==> src/rtl/uart_pkg.sv <==
// Shared UART-path constants: byte width, rx FIFO depth and the overflow counter width.
package uart_pkg;
  localparam int UART_DATA_WIDTH       = 8;
  localparam int RX_FIFO_DEPTH_LOG2    = 4;
  localparam int RX_FIFO_OVF_CNT_WIDTH = 8;
endpackage

==> src/rtl/fifo_ram.sv <==
// Register-array storage for the rx byte FIFO: synchronous write, asynchronous read.
module fifo_ram #(
  parameter int DATA_WIDTH = 8,
  parameter int ADDR_WIDTH = 4
) (
  input  logic                  clk,
  input  logic                  we,
  input  logic [ADDR_WIDTH-1:0] waddr,
  input  logic [DATA_WIDTH-1:0] wdata,
  input  logic [ADDR_WIDTH-1:0] raddr,
  output logic [DATA_WIDTH-1:0] rdata
);

  logic [DATA_WIDTH-1:0] mem [2**ADDR_WIDTH];

  always_ff @(posedge clk) begin
    if (we) mem[waddr] <= wdata;
  end

  assign rdata = mem[raddr];

endmodule

==> src/rtl/rx_byte_fifo.sv <==
// Elastic first-word-fall-through byte buffer between the UART receiver and the command interface.
// Define RX_FIFO_OVF_COUNT_EN to add the saturating dropped-byte counter o_ovf_count.
module rx_byte_fifo
  import uart_pkg::*;
#(
  parameter int DATA_WIDTH = UART_DATA_WIDTH,
  parameter int DEPTH_LOG2 = RX_FIFO_DEPTH_LOG2
) (
  input  logic                  clk,
  input  logic                  reset,
  input  logic                  i_rx_done,
  input  logic [DATA_WIDTH-1:0] i_rx_data,
  output logic [DATA_WIDTH-1:0] o_data,
  output logic                  o_valid,
  input  logic                  i_ready,
  output logic [DEPTH_LOG2:0]   o_count,
  output logic                  o_full,
  output logic                  o_overflow,
  input  logic                  i_clear_ovf
`ifdef RX_FIFO_OVF_COUNT_EN
  ,
  output logic [RX_FIFO_OVF_CNT_WIDTH-1:0] o_ovf_count
`endif
);

  localparam int DEPTH = 1 << DEPTH_LOG2;
  localparam logic [DEPTH_LOG2:0] DEPTH_CNT = (DEPTH_LOG2+1)'(DEPTH);
  localparam logic [DEPTH_LOG2:0] ONE       = (DEPTH_LOG2+1)'(1);

  logic [DEPTH_LOG2:0] wr_ptr, rd_ptr;
  logic [DEPTH_LOG2:0] count_q, count_next;
  logic                full_q, ovf_q;
  logic                push, pop, drop, empty;

  assign empty = (wr_ptr == rd_ptr);
  assign pop   = ~empty & i_ready;
  // A full FIFO still accepts a byte when the head leaves in the same cycle.
  assign push  = i_rx_done & (~full_q | pop);
  assign drop  = i_rx_done & full_q & ~pop;

  always_comb begin
    count_next = count_q;
    if (push && !pop)      count_next = count_q + ONE;
    else if (pop && !push) count_next = count_q - ONE;
  end

  always_ff @(posedge clk) begin
    if (reset) begin
      wr_ptr  <= '0;
      rd_ptr  <= '0;
      count_q <= '0;
      full_q  <= 1'b0;
      ovf_q   <= 1'b0;
    end else begin
      if (push) wr_ptr <= wr_ptr + ONE;
      if (pop)  rd_ptr <= rd_ptr + ONE;
      count_q <= count_next;
      full_q  <= (count_next == DEPTH_CNT);
      if (drop)             ovf_q <= 1'b1;
      else if (i_clear_ovf) ovf_q <= 1'b0;
    end
  end

  fifo_ram #(
    .DATA_WIDTH(DATA_WIDTH),
    .ADDR_WIDTH(DEPTH_LOG2)
  ) u_ram (
    .clk  (clk),
    .we   (push),
    .waddr(wr_ptr[DEPTH_LOG2-1:0]),
    .wdata(i_rx_data),
    .raddr(rd_ptr[DEPTH_LOG2-1:0]),
    .rdata(o_data)
  );

  assign o_valid    = ~empty;
  assign o_count    = count_q;
  assign o_full     = full_q;
  assign o_overflow = ovf_q;

`ifdef RX_FIFO_OVF_COUNT_EN
  logic [RX_FIFO_OVF_CNT_WIDTH-1:0] ovf_cnt_q;

  // A clear coinciding with a drop restarts the count at one.
  always_ff @(posedge clk) begin
    if (reset)                  ovf_cnt_q <= '0;
    else if (i_clear_ovf)       ovf_cnt_q <= {{(RX_FIFO_OVF_CNT_WIDTH-1){1'b0}}, drop};
    else if (drop && ovf_cnt_q != '1)
      ovf_cnt_q <= ovf_cnt_q + 1'b1;
  end

  assign o_ovf_count = ovf_cnt_q;
`endif

endmodule

==> config.mk <==
export PLATFORM = sky130hd
export DESIGN_NAME = rx_byte_fifo
export DESIGN_NICKNAME = d
export VERILOG_FILES = /design/src/rtl/uart_pkg.sv /design/src/rtl/fifo_ram.sv /design/src/rtl/rx_byte_fifo.sv
export SDC_FILE = /design/constraint.sdc
export NUM_CORES = 1
export LEC_CHECK = 0
export BUFFER_PORTS_ARGS = -buffer_cell sky130_fd_sc_hd__buf_2
export CELL_PAD_IN_SITES_DETAIL_PLACEMENT = 1
export CELL_PAD_IN_SITES_GLOBAL_PLACEMENT = 1
export CORE_MARGIN = 2
export CORE_UTILIZATION = 40
export CTS_BUF_LIST = sky130_fd_sc_hd__clkbuf_8
export DETAILED_ROUTE_END_ITERATION = 8
export PLACE_DENSITY = 0.62
export SLEW_MARGIN = 20
export SYNTH_ARGS = -nofsm -noshare
export SYNTH_HDL_FRONTEND = slang
export SYNTH_SLANG_ARGS = --single-unit
==> constraint.sdc <==
create_clock -name clk -period 6.4 [get_ports clk]
set_clock_uncertainty 0.1 [all_clocks]
set_input_delay 0.32 -clock clk [delete_from_list [all_inputs] [get_ports clk]]
set_output_delay 0.32 -clock clk [all_outputs]
set_load 0.02 [all_outputs]
; Word-level counts from Yosys, hierarchy flattened
; Memories as Yosys holds them, arrays and structs flattened. A register that Yosys moved wholly into a read port is not among the register bits.
; Index checks and enable logic that the tools add are counted.
[word_totals]
regBits = 17
latchBits = 0
ramBits = 128
rom_bits = 0
inputBits = 13
output_inout_bits = 16
elab_cells = 33
mem_count = 1
[op_classes]
add_sub_neg = 4
n_mul = 0
div = 0
magnitude_cmp = 0
n_eq_ne = 2
shifts = 0
muxes = 8
bitwise_logic = 8
reduce_logical = 5
[memory_table]
columns = memory, words, width, rd, rd_ports_with_merged_regs, write_ports, line
row1 = u_ram.mem, 16, 8, 1, 1, 1, fifo_ram.sv:14  ; logic [DATA_WIDTH-1:0] mem [2**ADDR_WIDTH];
[op_table]
columns = op, n
row1 = 5-bit by 1-bit adder with 5-bit output (second input constant), 3
row2 = 5-bit 2-to-1 mux, 2
row3 = 4-bit 2-to-1 mux, 2
row4 = 5-bit equality test, 1
row5 = 5-bit equality test (second input constant), 1
row6 = 5-bit by 1-bit subtractor with 5-bit output (second input constant), 1
row7 = 1-bit bitwise AND, 4
row8 = 1-bit 2-to-1 mux, 4
row9 = 1-bit inverter, 3
row10 = 1-bit logical AND, 2
row11 = 1-bit zero test, 2
row12 = 2-bit nonzero test, 1
row13 = 1-bit bitwise OR, 1

; Logic depth before layout (Yosys ltp)
[logic_depth]
depth_word = 10
ltp_mapped = 8
ltp_nobuf = 8

; Cells and area by module
; From an unflattened synthesis, not the netlist that was laid out.
[hier_totals]
cells_unflattened = 336
hier_area_um2 = 6004.5
[modules_own_cells]
columns = module, n_inst, cells_per_inst, area_per_inst_um2
row1 = fifo_ram, 1, 221, 4987.3
row2 = rx_byte_fifo, 1, 115, 1017.2

; Worst setup path after synthesis
; Ideal clock, no wire load.
[synth_path]
kind = flip-flop to flip-flop
from = register wr_ptr[0]
to = memory u_ram.mem[0][0], enable pin
setup_time_ns = 0.383
arrival_time_ns = 2.100
required_time_ns = 5.917
slack_ns = 3.817
path_stages_with_launch = 7
n_path_buf = 0
period_less_slack_ns = 2.583
cell_sequence = dfxtp_1 > xor2_1 > or2_2 > o21ai_1 > a21oi_1 > nand2_1 > nor3_1
[synth_via]
elab_chain_len = 7
[synth_lines]
columns = item, line
row1 = from (decl), rx_byte_fifo.sv:30  ; logic [DEPTH_LOG2:0] wr_ptr, rd_ptr;
row2 = from (signal assigned), rx_byte_fifo.sv:55  ; if (push) wr_ptr <= wr_ptr + ONE;
row3 = 5-bit equality test, rx_byte_fifo.sv:35  ; assign empty = (wr_ptr == rd_ptr);
row4 = 1-bit inverter, rx_byte_fifo.sv:36  ; assign pop = ~empty & i_ready;
row5 = 1-bit bitwise AND, rx_byte_fifo.sv:36
row6 = 1-bit bitwise OR, rx_byte_fifo.sv:38  ; assign push = i_rx_done & (~full_q | pop);
row7 = 1-bit bitwise AND, rx_byte_fifo.sv:38
row8 = 1-bit 2-to-1 mux, fifo_ram.sv:17  ; if (we) mem[waddr] <= wdata;
row9 = 1-bit 2-to-1 mux (implied by the code), fifo_ram.sv:17
row10 = to (decl), fifo_ram.sv:14
; Parallel ways exist; a longest one is shown, timed or not.

; Worst setup path after layout
[layout_path]
from = register wr_ptr[2]
to = memory u_ram.mem[10][7], enable pin
; Same word-level chain as after synthesis.

==> reports/metrics.yaml <==
vias_per_cell: 5.49
ir_worst_vdd_uv: 140
grt_pass1_wl_um: 20800
routed_wl_um: 13300
core_mm2: 0.0150
initial_utilization: 0.405
layout_min_cycle_time_ns: 3.11
cts_setup_buffers: 0
cts-buffers-inserted: 17
grt_overflow_total: 0
synth_compound_area_frac: 0.0304
ys_types: 46
cellLeakagePower_nw: 2.18
max_clock_freq_ghz: 0.321
hold_path.class: "input port to register"
dp_hpwl_um: 8780
rsz0062_at_grt: "false"
clk_latency_ns: 0.45
port_buffers: 28
die_y_um: 127
synth_top_family_by_area: "multiplexers"
fin_nets: 392
netlist_instances: 336
netlist_top_cells_area: "edfxtp_1 (63%), mux4_2 (15%), dfxtp_1 (6.9%)"
synthXorXnorAreaFrac: 0.0214
clkSlewWorstSetupHoldPaths_ns: 0.08
worstSetupPathType: "register to register"
critPathSlowestCell: "nor2_1"
netlist_area_mm2: 0.00609
synth_warnings: 0
end_kind: "register"
grt_antenna_before_repair: 0
synth_ff_type: "edfxtp_1"
synth_largest_area_cell: "edfxtp_1"
cp-start-kind: "register"
final_hold_viol_count: 0
synth_top_area_share: 0.631
diodes: 0
fin_tns_setup_ns: 0
rows: 45
grt_pass1_vias: 3387
cts.sinks: 149
clockRootBuffer: "clkbuf_8"
finalSetupViolations: 0
slew_viol_final: 0
io_pins: 29
synthAdderAreaFrac: 0.0144
path_max_fanout: 11
cts.path.max_buffers: 2
drcViolationCount: 0
cts_resized: 0
status: "finished, final reports clean"
cp_cell_sequence: "xor2_1, or2_2, o21ai_1, a21oi_1, nand2_1, nor2_1"
die_w_um: 127
power_density_mw_per_mm2: 329
stdcell_area_mm2: 0.00679
cp_data_arrival_time_ns: 3.09
ant_nets: 0
drive_gt1_frac: 0.287
tightest_slew_ns: 1.01
synth_seq_area_share: 0.700
fin_crit_sh: 0.487
slew_headroom: 0.325
dr.pass1.iters: 4
drt-initial-drc-count: 237
syn-num-nets: 356
dpl_cell_area_mm2: 0.00644
synth_edf_count: 128
ys_seq_elements: 149
gp_congestion: 0.849
avgRoutedWirePerCell_um: 23.3
grt_start_max_net_pins: 33
synth_mux_area_frac: 0.155
avgSynthCellArea_um2: 18.1
htreeDepth: 4
tritoncts: "built"
cap_violations: 0
syn_to_final_growth_pct: 11.4
synthArstFlopShare: 0
grtUsageTotal: 0.180
whs_ns: 0.0700
slowest_delay_ns: 0.67
dieArea_mm2: 0.0162
ctsHoldBuffers: 0
cp.required_ns: 6.38
synthSimpleGateAreaFrac: 0.0585
vias: 3135
## worst paths after layout
| kind | startpoint | endpoint | slack, ns | cells after the start |
|---|---|---|---|---|
| max | wr_ptr[2]$_SDFFE_PP0P_ | u_ram.mem[10][7]$_DFFE_PP_ | 3.29 | 6 |
| min | i_clear_ovf | o_overflow$_SDFFE_PP0P_ | 0.07 | 4 |
| max reg2reg | wr_ptr[2]$_SDFFE_PP0P_ | u_ram.mem[10][7]$_DFFE_PP_ | 3.29 | 6 |
| min reg2reg | o_overflow$_SDFFE_PP0P_ | o_overflow$_SDFFE_PP0P_ | 0.41 | 2 |
## cells in the final DEF (no fill, tap or decap), types with 6 or more instances in the layout
master	n
nand2_1	9
ha_1	7
buf_4	6
xor2_1	7
nor3_1	6
edfxtp_1	128
mux4_2	40
nor2_1	29
xnor2_1	6
buf_2	28
dfxtp_1	20
inv_1	12
clkbuf_8	17
nand3_1	8
## critical path, delay by kind of cell, from the launching register on
kind,cells,cell delay [ns]
flops,1,0.57
compound gates,2,0.69
simple gates,3,1.11
xor+xnor,1,0.27
## cells in the mapped netlist (all sizes together), types with 2 or more instances
master / n
ha: 7
nand2: 9
clkbuf: 8
edfxtp: 128
xnor2: 7
nor4: 2
mux4: 40
nor4b: 2
mux2i: 3
o211ai: 3
a21oi: 2
inv: 11
nand2b: 2
a211oi: 2
buf: 9
nand3: 8
nor2: 29
xor2: 7
o211a: 2
nor3b: 3
or2: 2
nand4: 2
nor3: 6
o21ai: 4
nand3b: 2
dfxtp: 21
## routing by layer
metal  vias up  part of all wire  global-route usage  wire length [um]
met5         -                 0                   0                 0
met4         0             0.018              0.0737               242
met3        13             0.039              0.0452               521
met2        63              0.48               0.280              6460
met1      1652              0.46               0.243              6110
li1       1407                 -                   -                 -
## logic make-up after synthesis
kind of cell	Yosys count
flip-flops	149
AND/OR/NAND/NOR	71
multiplexers	44
buffers and inverters	28
AO/OA/AOI/OAI	23
XOR/XNOR	14
adder cells (fa/ha/maj)	7
## state kept, by name, indices dropped and copies added, names as in the netlist, named ones only
register / count
o_count: 5
o_full: 1
o_overflow: 1
rd_ptr: 5
u_ram.mem: 128
wr_ptr: 5
## where the power goes
part | total [mW] | switching, mW | internal, mW | leakage (nW)
clock network | 0.670 | 0.337 | 0.333 | 0.181
logic | 0.454 | 0.253 | 0.202 | 0.677
registers | 1.11 | 0.0268 | 1.08 | 1.33
## per-stage QoR
stage / util / std cells / setup WS (ns) / power, mW
after floorplan: - / 336 / 3.82 / 1.46
after global placement: 0.428 / 541 / 3.44 / 1.59
after detailed placement: 0.428 / 541 / 3.24 / 1.60
after CTS: 0.452 / 571 / 3.23 / 2.26
after global routing: 0.452 / 571 / 3.05 / 2.34
final: 0.452 / 571 / 3.29 / 2.24
## area by class of cell
class,instances,area (um2)
multi-input cells,159,1710
well taps,188,235
inverters,11,41.3
repair buffers,34,185
clock buffers,17,234
clock inverters,13,119
fillers,1440,8240
flip-flops and latches,149,4270
(Power assumes the default switching activity.)
